--- src/rtl/multdiv_pkg.sv ---
`default_nettype none
// ============================================================================
// Module   : multdiv_pkg
// Purpose  : Shared state encoding and sizing helpers for multdiv_unit.
// Revision : 1.0
// ============================================================================
package multdiv_pkg;

  localparam int c_DEF_WIDTH = 32;

  typedef enum logic [1:0] {
    ST_IDLE = 2'd0,
    ST_MUL  = 2'd1,
    ST_DIV  = 2'd2,
    ST_DONE = 2'd3
  } state_t;

  function automatic int cnt_width(input int iters);
    return (iters > 1) ? $clog2(iters) : 1;
  endfunction

  localparam int c_DEF_CNT_W = cnt_width(c_DEF_WIDTH);

endpackage
`default_nettype wire

--- src/rtl/multdiv_counter.sv ---
`default_nettype none
// ============================================================================
// Module   : multdiv_counter
// Purpose  : Iteration counter with synchronous clear, enable and a flag on
//            the last iteration.
// Revision : 1.0
// ============================================================================
module multdiv_counter
  import multdiv_pkg::*;
#(
  parameter int CNT_W = c_DEF_CNT_W,
  parameter int LIMIT = c_DEF_WIDTH
) (
  input  logic clk,
  input  logic rst,
  input  logic i_clear,
  input  logic i_enable,
  output logic o_tc
);

  localparam logic [CNT_W-1:0] c_LAST = CNT_W'(LIMIT - 1);

  logic [CNT_W-1:0] r_count;

  // Wraps to zero after the last iteration so an idle counter always rests at 0.
  always_ff @(posedge clk) begin
    if (rst || i_clear) begin
      r_count <= '0;
    end else if (i_enable) begin
      r_count <= o_tc ? '0 : r_count + CNT_W'(1);
    end
  end

  assign o_tc = (r_count == c_LAST);

endmodule
`default_nettype wire

--- src/rtl/multdiv_unit.sv ---
`default_nettype none
// ============================================================================
// Module   : multdiv_unit
// Purpose  : Fixed-latency signed multiply (shift-add) / divide (restoring).
// Revision : 1.0
// ============================================================================
module multdiv_unit
  import multdiv_pkg::*;
#(
  parameter int WIDTH = c_DEF_WIDTH,
  parameter int ITERS = WIDTH
) (
  input  logic             clock,
  input  logic             reset,
  input  logic [WIDTH-1:0] data_operandA,
  input  logic [WIDTH-1:0] data_operandB,
  input  logic             ctrl_MULT,
  input  logic             ctrl_DIV,
  output logic [WIDTH-1:0] data_result,
  output logic             data_exception,
  output logic             data_resultRDY,
  output logic             busy
);

  localparam int c_CNT_W = cnt_width(ITERS);

  function automatic logic [WIDTH-1:0] f_abs(input logic [WIDTH-1:0] v);
    return v[WIDTH-1] ? -v : v;
  endfunction

  state_t               r_state, w_next_state;
  logic [WIDTH-1:0]     r_opa, r_opb;
  logic [2*WIDTH-1:0]   r_acc;
  logic [WIDTH-1:0]     r_result;
  logic                 r_exc;

  logic                 w_start, w_busy, w_tc;
  logic [WIDTH-1:0]     w_mag_a, w_mag_b;
  logic                 w_sign_neg;
  logic [WIDTH:0]       w_mul_sum, w_mul_hi;
  logic [2*WIDTH-1:0]   w_mul_next, w_prod;
  logic                 w_mul_exc;
  logic [WIDTH:0]       w_div_sh;
  logic [WIDTH-1:0]     w_div_diff, w_div_rem, w_q;
  logic                 w_div_ge, w_div_zero, w_div_ovf;
  logic [2*WIDTH-1:0]   w_div_next, w_step;
  logic [WIDTH-1:0]     w_final;
  logic                 w_final_exc;

  assign w_start    = ctrl_MULT | ctrl_DIV;
  assign w_busy     = (r_state == ST_MUL) || (r_state == ST_DIV);
  assign w_mag_a    = f_abs(r_opa);
  assign w_mag_b    = f_abs(r_opb);
  assign w_sign_neg = r_opa[WIDTH-1] ^ r_opb[WIDTH-1];

  // Multiply: r_acc = {partial sum, remaining multiplier bits}, shifted right each step.
  assign w_mul_sum  = {1'b0, r_acc[2*WIDTH-1:WIDTH]} + {1'b0, w_mag_a};
  assign w_mul_hi   = r_acc[0] ? w_mul_sum : {1'b0, r_acc[2*WIDTH-1:WIDTH]};
  assign w_mul_next = {w_mul_hi, r_acc[WIDTH-1:1]};
  assign w_prod     = w_sign_neg ? -w_mul_next : w_mul_next;
  assign w_mul_exc  = (w_prod[2*WIDTH-1:WIDTH-1] != {(WIDTH+1){w_prod[WIDTH-1]}});

  // Divide: r_acc = {remainder, dividend bits becoming quotient bits}.
  assign w_div_sh   = {r_acc[2*WIDTH-1:WIDTH], r_acc[WIDTH-1]};
  assign w_div_ge   = (w_div_sh >= {1'b0, w_mag_b});
  assign w_div_diff = WIDTH'(w_div_sh - {1'b0, w_mag_b});
  assign w_div_rem  = w_div_ge ? w_div_diff : w_div_sh[WIDTH-1:0];
  assign w_div_next = {w_div_rem, r_acc[WIDTH-2:0], w_div_ge};
  assign w_q        = w_sign_neg ? -w_div_next[WIDTH-1:0] : w_div_next[WIDTH-1:0];
  assign w_div_zero = (r_opb == '0);
  assign w_div_ovf  = (r_opa == {1'b1, {(WIDTH-1){1'b0}}}) && (r_opb == '1);

  assign w_step = (r_state == ST_MUL) ? w_mul_next : w_div_next;

  always_comb begin
    w_final     = '0;
    w_final_exc = 1'b0;
    if (r_state == ST_MUL) begin
      w_final     = w_prod[WIDTH-1:0];
      w_final_exc = w_mul_exc;
    end else if (w_div_zero) begin
      w_final_exc = 1'b1;
    end else begin
      w_final     = w_q;
      w_final_exc = w_div_ovf;
    end
  end

  multdiv_counter #(
    .CNT_W (c_CNT_W),
    .LIMIT (ITERS)
  ) u_counter (
    .clk      (clock),
    .rst      (reset),
    .i_clear  (w_start),
    .i_enable (w_busy),
    .o_tc     (w_tc)
  );

  always_ff @(posedge clock) begin
    if (reset) begin
      r_state <= ST_IDLE;
    end else begin
      r_state <= w_next_state;
    end
  end

  // A start in any state restarts; multiply takes priority over divide.
  always_comb begin
    w_next_state = r_state;
    case (r_state)
      ST_MUL,
      ST_DIV:  if (w_tc) w_next_state = ST_DONE;
      ST_DONE: w_next_state = ST_IDLE;
      default: w_next_state = r_state;
    endcase
    if (w_start) begin
      w_next_state = ctrl_MULT ? ST_MUL : ST_DIV;
    end
  end

  always_ff @(posedge clock) begin
    if (reset) begin
      r_opa    <= '0;
      r_opb    <= '0;
      r_acc    <= '0;
      r_result <= '0;
      r_exc    <= 1'b0;
    end else if (w_start) begin
      r_opa <= data_operandA;
      r_opb <= data_operandB;
      r_acc <= {{WIDTH{1'b0}}, ctrl_MULT ? f_abs(data_operandB) : f_abs(data_operandA)};
    end else if (w_busy) begin
      r_acc <= w_step;
      if (w_tc) begin
        r_result <= w_final;
        r_exc    <= w_final_exc;
      end
    end
  end

  assign data_result    = r_result;
  assign data_exception = r_exc;
  assign data_resultRDY = (r_state == ST_DONE);
  assign busy           = w_busy;

endmodule
`default_nettype wire

--- config.mk ---
export PLATFORM = sky130hd
export DESIGN_NAME = multdiv_unit
export DESIGN_NICKNAME = d
export VERILOG_FILES = /design/src/rtl/multdiv_pkg.sv /design/src/rtl/multdiv_counter.sv /design/src/rtl/multdiv_unit.sv
export SDC_FILE = /design/constraint.sdc
export NUM_CORES = 1
export LEC_CHECK = 0
export CAP_MARGIN = 20
export CORE_MARGIN = 4
export CORE_UTILIZATION = 27
export DETAILED_ROUTE_END_ITERATION = 10
export PLACE_DENSITY = 0.54
export SYNTH_ARGS = -nofsm -noshare
export SYNTH_HDL_FRONTEND = slang
export SYNTH_HIERARCHICAL = 1
export SYNTH_SLANG_ARGS = --single-unit
--- constraint.sdc ---
create_clock -name clock -period 8.5 [get_ports clock]
set_input_delay 1.275 -clock clock [delete_from_list [all_inputs] [get_ports clock]]
set_output_delay 1.275 -clock clock [all_outputs]
set_load 0.05 [all_outputs]
==> run_results.csv, run 1 <==
group,metric,value,unit
pwr,leakage,0.00719,uW
clock_tree,numCtsBuffers,17,
synth,muxShareOfSynthArea,3.89,%
clock_tree,post_cts_buffers,0,
clock_tree,clock-sinks,168,
sta,finalCritPeriodShare,79.9,%
sta,hold_violations,0,
detailed_routing,wire_per_inst,22.1,um
setup_path,cp-end-kind,"flip-flop",
setup_path,critPathRequiredTime,8830,ps
setup_path,cp_data_arrival_time,7110,ps
final_layout,fin_nets,2520,
global_route,grt_pass1_vias,17161,
detailed_routing,drt.antenna.violating_nets,0,
sta,worst_pin_slew,1020,ps
clock_tree,postCtsHoldBufs,0,
synth,synth_area_leaders,"dfxtp_1 (20%), a21oi_1 (7.1%), nand2_1 (6.2%)",
clock_tree,clk_pin_slew_worst_paths,70,ps
job,maxCapViolCount,0,
synth,synth_top_family_by_area,"compound AO/OA/AOI/OAI gates",
clock_tree,cts_tree,"done",
synth,yosysMostFrequentCell,"nand2_1",
detailed_routing,wl,71400,um
synth,synth.yosys.seq_area_share,19.5,%
clock_tree,cts_root_buffer,"clkbuf_16",
global_route,grt_remaining_overflow,0,
synth,synth_fa_ha_area_share,5.97,%
synth,yosys.area.top_type,"dfxtp_1",
floorplanning,die_w,261,um
synth,netlist_instances,2383,
setup_path,critPathKind,"reg2reg",
floorplanning,initial_core_util,27.3,%
synth,syn_area,17200,um^2
detailed_routing,vias,18527,
synth,synth_cell_types,97,
sta,layout_min_cycle_time,6790,ps
synth,synth_compound_area_share,29.9,%
global_route,grtUsageTotal,20.5,%
sta,setup_viol,0,
global_route,antenna_found_initial,0,
synth,synth-edff-count,0,
synth,synth_xor_area_share,11.0,%
placed_design,dp_slack,1900,ps
detailed_routing,dr.pass1.iters,7,
clock_tree,worstSkewPairLatency,470,ps
detailed_routing,drcViolationCount,0,
final_layout,areaGrowthSynthToFinish,13.8,%
synth,ys_seq_elements,168,
sta,slew_headroom,30.5,%
global_route,grt_start_max_net_pins,84,
status,outcome,"completed",
sta,clock_skew,9.51,ps
final_layout,utilization,31.1,%
synth,synth_async_sr_flop_share,0,%
clock_tree,clk_path_buf_depth,2,
final_layout,diodes,0,
floorplanning,core,63100,um^2
global_route,grt_pass1_wl,108000,um
synth,yosys.area.top_type_share,19.5,%
sta,rsz0062_at_grt,"false",
detailed_routing,via_per_inst,5.74,
placed_design,place_hpwl,55000,um
pwr,powerDensity,142,nW/um^2
synth,ys.flop_type,"dfxtp_1",
synth,syn_avg_cell_area,7.23,um^2
floorplanning,ios,103,
placed_design,port_buffers,102,
synth,ys_top_cells_by_count,"nand2_1 (284), a21oi_1 (246), nor2_1 (222)",
floorplanning,die_h,261,um
detailed_routing,drt_iter0_markers,1488,
placed_design,globalplace.congestion,0.952,
clock_tree,ctsResizeCount,0,
pwr,vdd_ir_drop_max,0.167,mV
sta,maxSlewViolCount,0,
clock_tree,htree_levels,4,
floorplanning,die_area,67900,um^2
synth,synth-simple-area-share,24.6,%
sta,fmax,147,MHz
synth,synthesis.nets,2532,
final_layout,drive_above_1_share,6.04,%
sta,setup_ws,1710,ps
hold_path,hold_path.class,"reg2reg",
setup_path,critPathMaxFanout,20,
floorplanning,rows,92,
setup_path,critPathLaunchType,"flip-flop",
synth,ys_warn_count,6,
sta,fin_tns_setup,0,ps
[routing by layer]
layer,vias up,part of all wire [%],track usage (%),routed length (um)
li1,8810,-,-,-
met1,8982,47,29.1,33400
met2,657,45,32.3,31900
met3,78,6.2,3.19,4440
met4,0,2.4,5.61,1710
met5,-,0,0,0
[critical path, cell delays in order, from the launching register on]
cell,delay [ps]
dfxtp_1,380
or4_1,610
or4_1,440
or2_1,240
or3_1,410
nor4_1,260
inv_1,90
or4_1,480
o31ai_1,270
xor2_1,220
ha_1,360
and3_1,260
nand4_1,100
nor4_1,60
nor3_1,410
nand4_1,870
o31ai_1,590
xor2_1,110
a2111oi_0,490
[state kept, by name, indices dropped and copies added, names as in the netlist]
signal	flops
r_opa	32
data_exception	1
data_result	32
u_counter/r_count	5
r_opb	32
r_state	2
r_acc	64
[cells by family (layout without fill, tap and decap cells)]
logic type,count (synthesis),in the layout
simple gates,862,862
compound gates,761,761
buf+inv,229,230
xor+xnor,216,216
flops,168,168
fa+ha+maj,81,81
mux,66,66
[per-stage QoR]
step	hold WS [ps]	cells	power, uW	instance area, um^2
6_report	481	3230	2780	19600
5_1_grt	510	3230	2920	19600
4_1_cts	477	3228	2770	19600
3_5_place_dp	468	3196	1920	18900
3_3_place_gp	466	3194	1900	18900
2_1_floorplan	446	2383	1580	17200
[report_power, final]
part	switching (uW)	total [uW]	leakage [uW]	internal, uW
Combinational	657	1020	0.00551	365
Clock	386	862	0.000296	475
Sequential	78.0	900	0.00138	822
[path summary, 6_finish.rpt]
kind | from | end | slack (ps) | cells past startpoint
hold / removal | r_opa[29] | r_opa[29] | 480 | 2
setup reg to reg | r_opb[6] | data_result[17] | 1710 | 18
setup / recovery | r_opb[6] | data_result[17] | 1710 | 18
hold reg to reg | r_opa[29] | r_opa[29] | 480 | 2
[cell type report]
class                           count  area [um^2]
Timing Repair Buffer              144         1360
Clock buffer                       20          447
Clock inverter                     12          164
Fill cell                        6870        43500
Multi-Input combinational cell   1986        13000
Tap cell                          846         1060
Inverter                           54          203
Sequential cell                   168         3360
[layout by cell type (no fill, tap or decap), types with 14 or more instances in the layout]
| cell | instances |
|---|---|
| nor3_1 | 56 |
| a211oi_1 | 80 |
| o31ai_1 | 56 |
| nand2b_1 | 19 |
| clkbuf_16 | 17 |
| ha_1 | 78 |
| xnor2_1 | 104 |
| nor2b_1 | 14 |
| clkdlybuf4s50_1 | 99 |
| inv_1 | 51 |
| or4_1 | 24 |
| and3_1 | 20 |
| xor2_1 | 110 |
| a32o_1 | 20 |
| dfxtp_1 | 167 |
| o21a_1 | 16 |
| nand4_1 | 30 |
| nand3_1 | 43 |
| nor4_1 | 28 |
| buf_4 | 39 |
| o211ai_1 | 27 |
| o21ai_0 | 99 |
| nor2_1 | 220 |
| or3_1 | 40 |
| a21oi_1 | 245 |
| o41ai_1 | 17 |
| nand2_1 | 284 |
| a31oi_1 | 24 |
| a221oi_1 | 18 |
| mux2i_1 | 59 |
| a21o_1 | 29 |
(Power assumes the default switching activity.)
==> inputs of run 2 (changes only) <==
--- a/config.mk
+++ b/config.mk
@@ -9,7 +9,7 @@
 export CORE_MARGIN = 4
 export CORE_UTILIZATION = 27
 export DETAILED_ROUTE_END_ITERATION = 10
-export PLACE_DENSITY = 0.54
+export PLACE_DENSITY = 0.56
 export SYNTH_ARGS = -nofsm -noshare
 export SYNTH_HDL_FRONTEND = slang
 export SYNTH_HIERARCHICAL = 1
==> constraint.sdc (replaced) <==
create_clock -name clock -period 5.8 [get_ports clock]
set_input_delay 0.87 -clock clock [delete_from_list [all_inputs] [get_ports clock]]
set_output_delay 0.87 -clock clock [all_outputs]
set_load 0.05 [all_outputs]
==> run_results.csv, run 2 (synthesis gave the netlist of run 1 again) <==
group,metric,value,unit
placed_design,globalplace.congestion,0.953,
global_route,grt_pass1_wl,107000,um
clock_tree,clk_path_buf_depth,2,
final_layout,drive_above_1_share,11.4,%
global_route,grtUsageTotal,20.2,%
detailed_routing,wl,70900,um
setup_path,crit_buf_inv,2,
setup_path,slowest_stage,"or4_4",
final_layout,fin_nets,2586,
clock_tree,htree_levels,4,
floorplanning,die_area,67900,um^2
sta,worst_pin_slew,991,ps
global_route,grt_pass1_vias,17584,
setup_path,critPathRequiredTime,6160,ps
sta,slew_headroom,33.9,%
final_layout,areaGrowthSynthToFinish,19.3,%
final_layout,diodes,0,
global_route,grt_start_max_net_pins,90,
job,maxCapViolCount,0,
sta,layout_min_cycle_time,5590,ps
detailed_routing,via_per_inst,5.75,
sta,fmax,179,MHz
setup_path,cp-end-kind,"flip-flop",
detailed_routing,vias,18948,
sta,rsz0062_at_grt,"true",
detailed_routing,drt_iter0_markers,1708,
global_route,grt_remaining_overflow,0,
floorplanning,die_h,261,um
pwr,vdd_ir_drop_max,0.226,mV
sta,clock_skew,17.1,ps
clock_tree,numCtsBuffers,17,
detailed_routing,drt.antenna.violating_nets,0,
setup_path,cp_data_arrival_time,5950,ps
detailed_routing,wire_per_inst,21.5,um
detailed_routing,dr.pass1.iters,7,
detailed_routing,drcViolationCount,0,
sta,fin_tns_setup,0,ps
setup_path,critPathMaxFanout,4,
placed_design,place_hpwl,55000,um
final_layout,utilization,32.6,%
floorplanning,rows,92,
sta,maxSlewViolCount,0,
floorplanning,initial_core_util,27.3,%
setup_path,critPathKind,"reg2reg",
floorplanning,ios,103,
pwr,leakage,0.00762,uW
final_layout,layout.cells.most_common,"nand2_1",
clock_tree,cts_tree,"done",
setup_path,critical_path.max_stage_delay,490,ps
clock_tree,clk_pin_slew_worst_paths,80,ps
sta,setup_viol,0,
sta,finalCritPeriodShare,96.4,%
placed_design,port_buffers,102,
hold_path,hold_path.class,"reg2reg",
pwr,powerDensity,200,nW/um^2
floorplanning,die_w,261,um
setup_path,critPathTopFamily,"simple AND/OR/NAND/NOR gates",
final_layout,final_cell_mix,"nand2_1 (282), a21oi_1 (240), nor2_1 (217)",
global_route,antenna_found_initial,0,
floorplanning,core,63100,um^2
sta,hold_ws,485,ps
status,outcome,"completed",
clock_tree,worstSkewPairLatency,470,ps
final_layout,nFillCells,6819,
clock_tree,cts_root_buffer,"clkbuf_16",
clock_tree,clock-sinks,168,
final_layout,top_register,"r_acc",
final_layout,largest_reg_flops,64,
setup_path,critPathLaunchType,"flip-flop",
sta,hold_violations,0,
## run 2: cell types whose count changed in the layout (fill, tap and decap cells not counted), moves of 6 or more
| cell | delta |
|---|---|
| o21ai_0 | -6 |
| xnor2_1 | -7 |
| ha_1 | -11 |
| xnor2_2 | +6 |
| ha_4 | +6 |
| buf_4 | +63 |
## run 2: layout make-up
| type | instances | area (um^2) | share of cell area (%) |
|---|---|---|---|
| Multi-Input combinational cell | 1986 | 13500 | 65.5 |
| Clock inverter | 15 | 178 | 0.864 |
| Inverter | 54 | 203 | 0.986 |
| Sequential cell | 168 | 3360 | 16.4 |
| Timing Repair Buffer | 210 | 1870 | 9.10 |
| Tap cell | 846 | 1060 | 5.15 |
| Clock buffer | 17 | 425 | 2.07 |
## run 2: power by group
group | internal [uW] | switching, uW
registers | 1210 | 111
clock network | 616 | 586
logic | 599 | 996
## run 2: worst register-to-register path, cell delays in order, from the launching register on
cell	delay [ps]
dfxtp_1	330
inv_1	90
ha_1	170
nand2_1	60
or3_1	340
or2_2	320
or3_1	350
nor2_2	120
nand3_2	160
o31ai_4	380
xnor2_4	170
ha_4	330
nand2_1	80
o21ai_2	160
or2_2	140
and3b_2	220
or4_4	490
o2111ai_2	110
a21oi_2	60
nand4_1	240
buf_4	180
nor2_1	70
o21ai_1	130
or4b_1	450
nand3_1	100
nand4_1	80
o21a_1	180
## run 2: path summary, 6_finish.rpt
| path | end | depth (start not counted) | slack (ps) | from |
|---|---|---|---|---|
| setup / recovery | data_exception | 26 | 210 | r_opa[1] |
| hold / removal | r_opa[29] | 2 | 490 | r_opa[29] |
| setup reg to reg | data_exception | 26 | 210 | r_opa[1] |
| hold reg to reg | r_opa[29] | 2 | 490 | r_opa[29] |
## run 2: repair_timing
action | in CTS | in global routing
endpoints found under the setup margin | 1 | 30
pin swaps | 0 | 18
setup buffers | 0 | 4
resized for setup | 2 | 84
hold buffers | 0 | 0
## run 2: layer usage
| metal | track usage (%) | vias to the layer above | part of all wire (%) |
|---|---|---|---|
| met5 | 0 | - | 0 |
| met3 | 3.19 | 99 | 7.9 |
| met4 | 6.58 | 0 | 3.4 |
| met1 | 28.3 | 9125 | 44 |
| li1 | - | 8926 | - |
| met2 | 31.5 | 798 | 44 |
## run 2: through the flow
stage	total power, uW	worst slack (ps)	instance area [um^2]	cells
after floorplan	2320	8.76	17200	2383
after global placement	2830	91.7	19400	3256
after detailed placement	2850	-5.50	19500	3257
after CTS	4050	42.6	20100	3289
after global routing	4320	-52.0	20600	3296
final	4110	209	20600	3296
==> inputs of run 3 (changes only) <==
--- a/config.mk
+++ b/config.mk
@@ -7,9 +7,10 @@
 export LEC_CHECK = 0
 export CAP_MARGIN = 20
 export CORE_MARGIN = 4
-export CORE_UTILIZATION = 27
+export CORE_UTILIZATION = 35
+export CTS_CLUSTER_DIAMETER = 80
 export DETAILED_ROUTE_END_ITERATION = 10
-export PLACE_DENSITY = 0.56
+export PLACE_DENSITY = 0.64
 export SYNTH_ARGS = -nofsm -noshare
 export SYNTH_HDL_FRONTEND = slang
 export SYNTH_HIERARCHICAL = 1
==> constraint.sdc (replaced) <==
create_clock -name clock -period 7.2 [get_ports clock]
set_input_delay 1.08 -clock clock [delete_from_list [all_inputs] [get_ports clock]]
set_output_delay 1.08 -clock clock [all_outputs]
set_load 0.05 [all_outputs]
==> run_results.csv, run 3 (synthesis gave the netlist of run 1 again) <==
group,metric,value,unit
setup_path,critPathRequiredTime,7530,ps
setup_path,critPathKind,"reg2reg",
clock_tree,worstSkewPairLatency,450,ps
pwr,leakage,0.00715,uW
final_layout,areaGrowthSynthToFinish,12.1,%
floorplanning,die_area,52800,um^2
sta,layout_min_cycle_time,6650,ps
clock_tree,clk_pin_slew_worst_paths,80,ps
clock_tree,clock-sinks,168,
detailed_routing,drt.antenna.violating_nets,0,
sta,finalCritPeriodShare,92.4,%
global_route,antenna_found_initial,1,
placed_design,placed_cells,3012,
placed_design,port_buffers,102,
global_route,grtUsageTotal,23.7,%
sta,maxSlewViolCount,0,
global_route,grt_start_max_net_pins,82,
setup_path,cp-end-kind,"flip-flop",
final_layout,layout.cells.most_common,"nand2_1",
setup_path,cp_data_arrival_time,6980,ps
setup_path,r2r-end,"data_result[17]",
detailed_routing,dr.pass1.iters,5,
placed_design,place_hpwl,50800,um
sta,clock_skew,14.2,ps
clock_tree,post_cts_buffers,0,
floorplanning,initial_core_util,35.3,%
final_layout,fin_nets,2516,
clock_tree,ctsResizeCount,0,
placed_design,globalplace.congestion,0.974,
hold_path,hold_path_end,"r_opa[1]",
setup_path,r2r_setup_slack,550,ps
final_layout,nFillCells,5162,
sta,slew_headroom,27.8,%
setup_path,critPathLaunchType,"flip-flop",
job,maxCapViolCount,0,
final_layout,top_register,"r_acc",
sta,rsz0062_at_grt,"false",
hold_path,min_path_cells,2,
pwr,powerDensity,165,nW/um^2
hold_path,hp-start,"r_opa[1]",
global_route,grt_remaining_overflow,0,
status,outcome,"completed",
global_route,grt_pass1_vias,16939,
detailed_routing,vias,18370,
detailed_routing,wl,65600,um
global_route,grt_pass1_wl,100000,um
clock_tree,htree_levels,4,
clock_tree,postCtsHoldBufs,0,
setup_path,critPathMaxFanout,18,
clock_tree,cts_root_buffer,"clkbuf_16",
clock_tree,numCtsBuffers,17,
sta,fin_tns_setup,0,ps
pwr,vdd_ir_drop_max,0.147,mV
setup_path,r2r_cells,16,
floorplanning,die_w,230,um
final_layout,drive_above_1_share,5.97,%
floorplanning,ios,103,
final_layout,largest_reg_flops,64,
sta,worst_pin_slew,1080,ps
final_layout,stdcell_count,3045,
detailed_routing,drcViolationCount,0,
final_layout,final_cell_mix,"nand2_1 (284), a21oi_1 (245), nor2_1 (220)",
detailed_routing,wire_per_inst,21.6,um
setup_path,rr_startpoint,"r_opb[6]",
detailed_routing,drt_iter0_markers,1984,
sta,fmax,150,MHz
floorplanning,rows,81,
detailed_routing,via_per_inst,6.03,
floorplanning,core,48800,um^2
clock_tree,cts_tree,"done",
hold_path,hold_path.class,"reg2reg",
floorplanning,die_h,230,um
clock_tree,clk_path_buf_depth,2,
sta,setup_viol,0,
sta,hold_violations,0,
-- run 3: report_power, final --
group	total [uW]	switching [uW]	internal (uW)	leakage (uW)
Clock	955	485	470	0.000295
Sequential	1070	102	971	0.00138
Combinational	1160	738	426	0.00547
-- run 3: metal layers --
metal	vias up	wire [um]	GRT usage, %	share of wire, %
li1	8785	-	-	-
met1	8752	29500	33.2	45
met2	734	28900	37.4	44
met3	99	4720	3.04	7.2
met4	0	2530	8.56	3.9
met5	-	0	0	0
-- run 3: worst max-delay path: stages (launching register included) --
cell and delay, ps:
dfxtp_1 370, or4_1 600, or4_1 430, or2_1 240, or3_1 390, nor4_1 340
inv_1 100, or4_1 490, or4b_2 680, ha_1 360, nand4b_1 130, nor4_1 60
nor3_1 400, nand4_1 810, o31ai_1 610, xor2_1 120, a2111oi_0 380
-- run 3: layout make-up --
| type | count | area [um^2] | share of cell area (%) |
|---|---|---|---|
| diodes | 1 | 2.50 | 0.0130 |
| clock buffers | 17 | 425 | 2.20 |
| inverters | 54 | 203 | 1.05 |
| flip-flops and latches | 168 | 3360 | 17.4 |
| clock inverters | 15 | 173 | 0.894 |
| well taps | 664 | 831 | 4.30 |
| repair buffers | 140 | 1290 | 6.70 |
| multi-input cells | 1986 | 13000 | 67.4 |
-- run 3: through the flow --
step / power [uW] / worst slack, ps / hold WS [ps] / instance area [um^2] / util, %
after floorplan: 1870 / 1030 / 446 / 17200 / -
after global placement: 2210 / 728 / 463 / 18700 / 38.3
after detailed placement: 2230 / 649 / 472 / 18700 / 38.3
after CTS: 3170 / 616 / 489 / 19300 / 39.5
after global routing: 3350 / 108 / 519 / 19300 / 39.5
final: 3190 / 546 / 490 / 19300 / 39.5
-- run 3: worst max-delay path by stage --
stage / start / to / slack, ps / depth (start not counted)
floorplan: r_opb[6] / data_result[30] / 1030 / 23
global route: r_opb[6] / data_result[17] / 110 / 18
finish: r_opb[6] / data_result[17] / 550 / 16
CTS: r_opb[6] / data_result[17] / 620 / 18
global placement: r_opb[6] / data_result[17] / 730 / 18
detailed placement: r_opb[6] / data_result[17] / 650 / 18
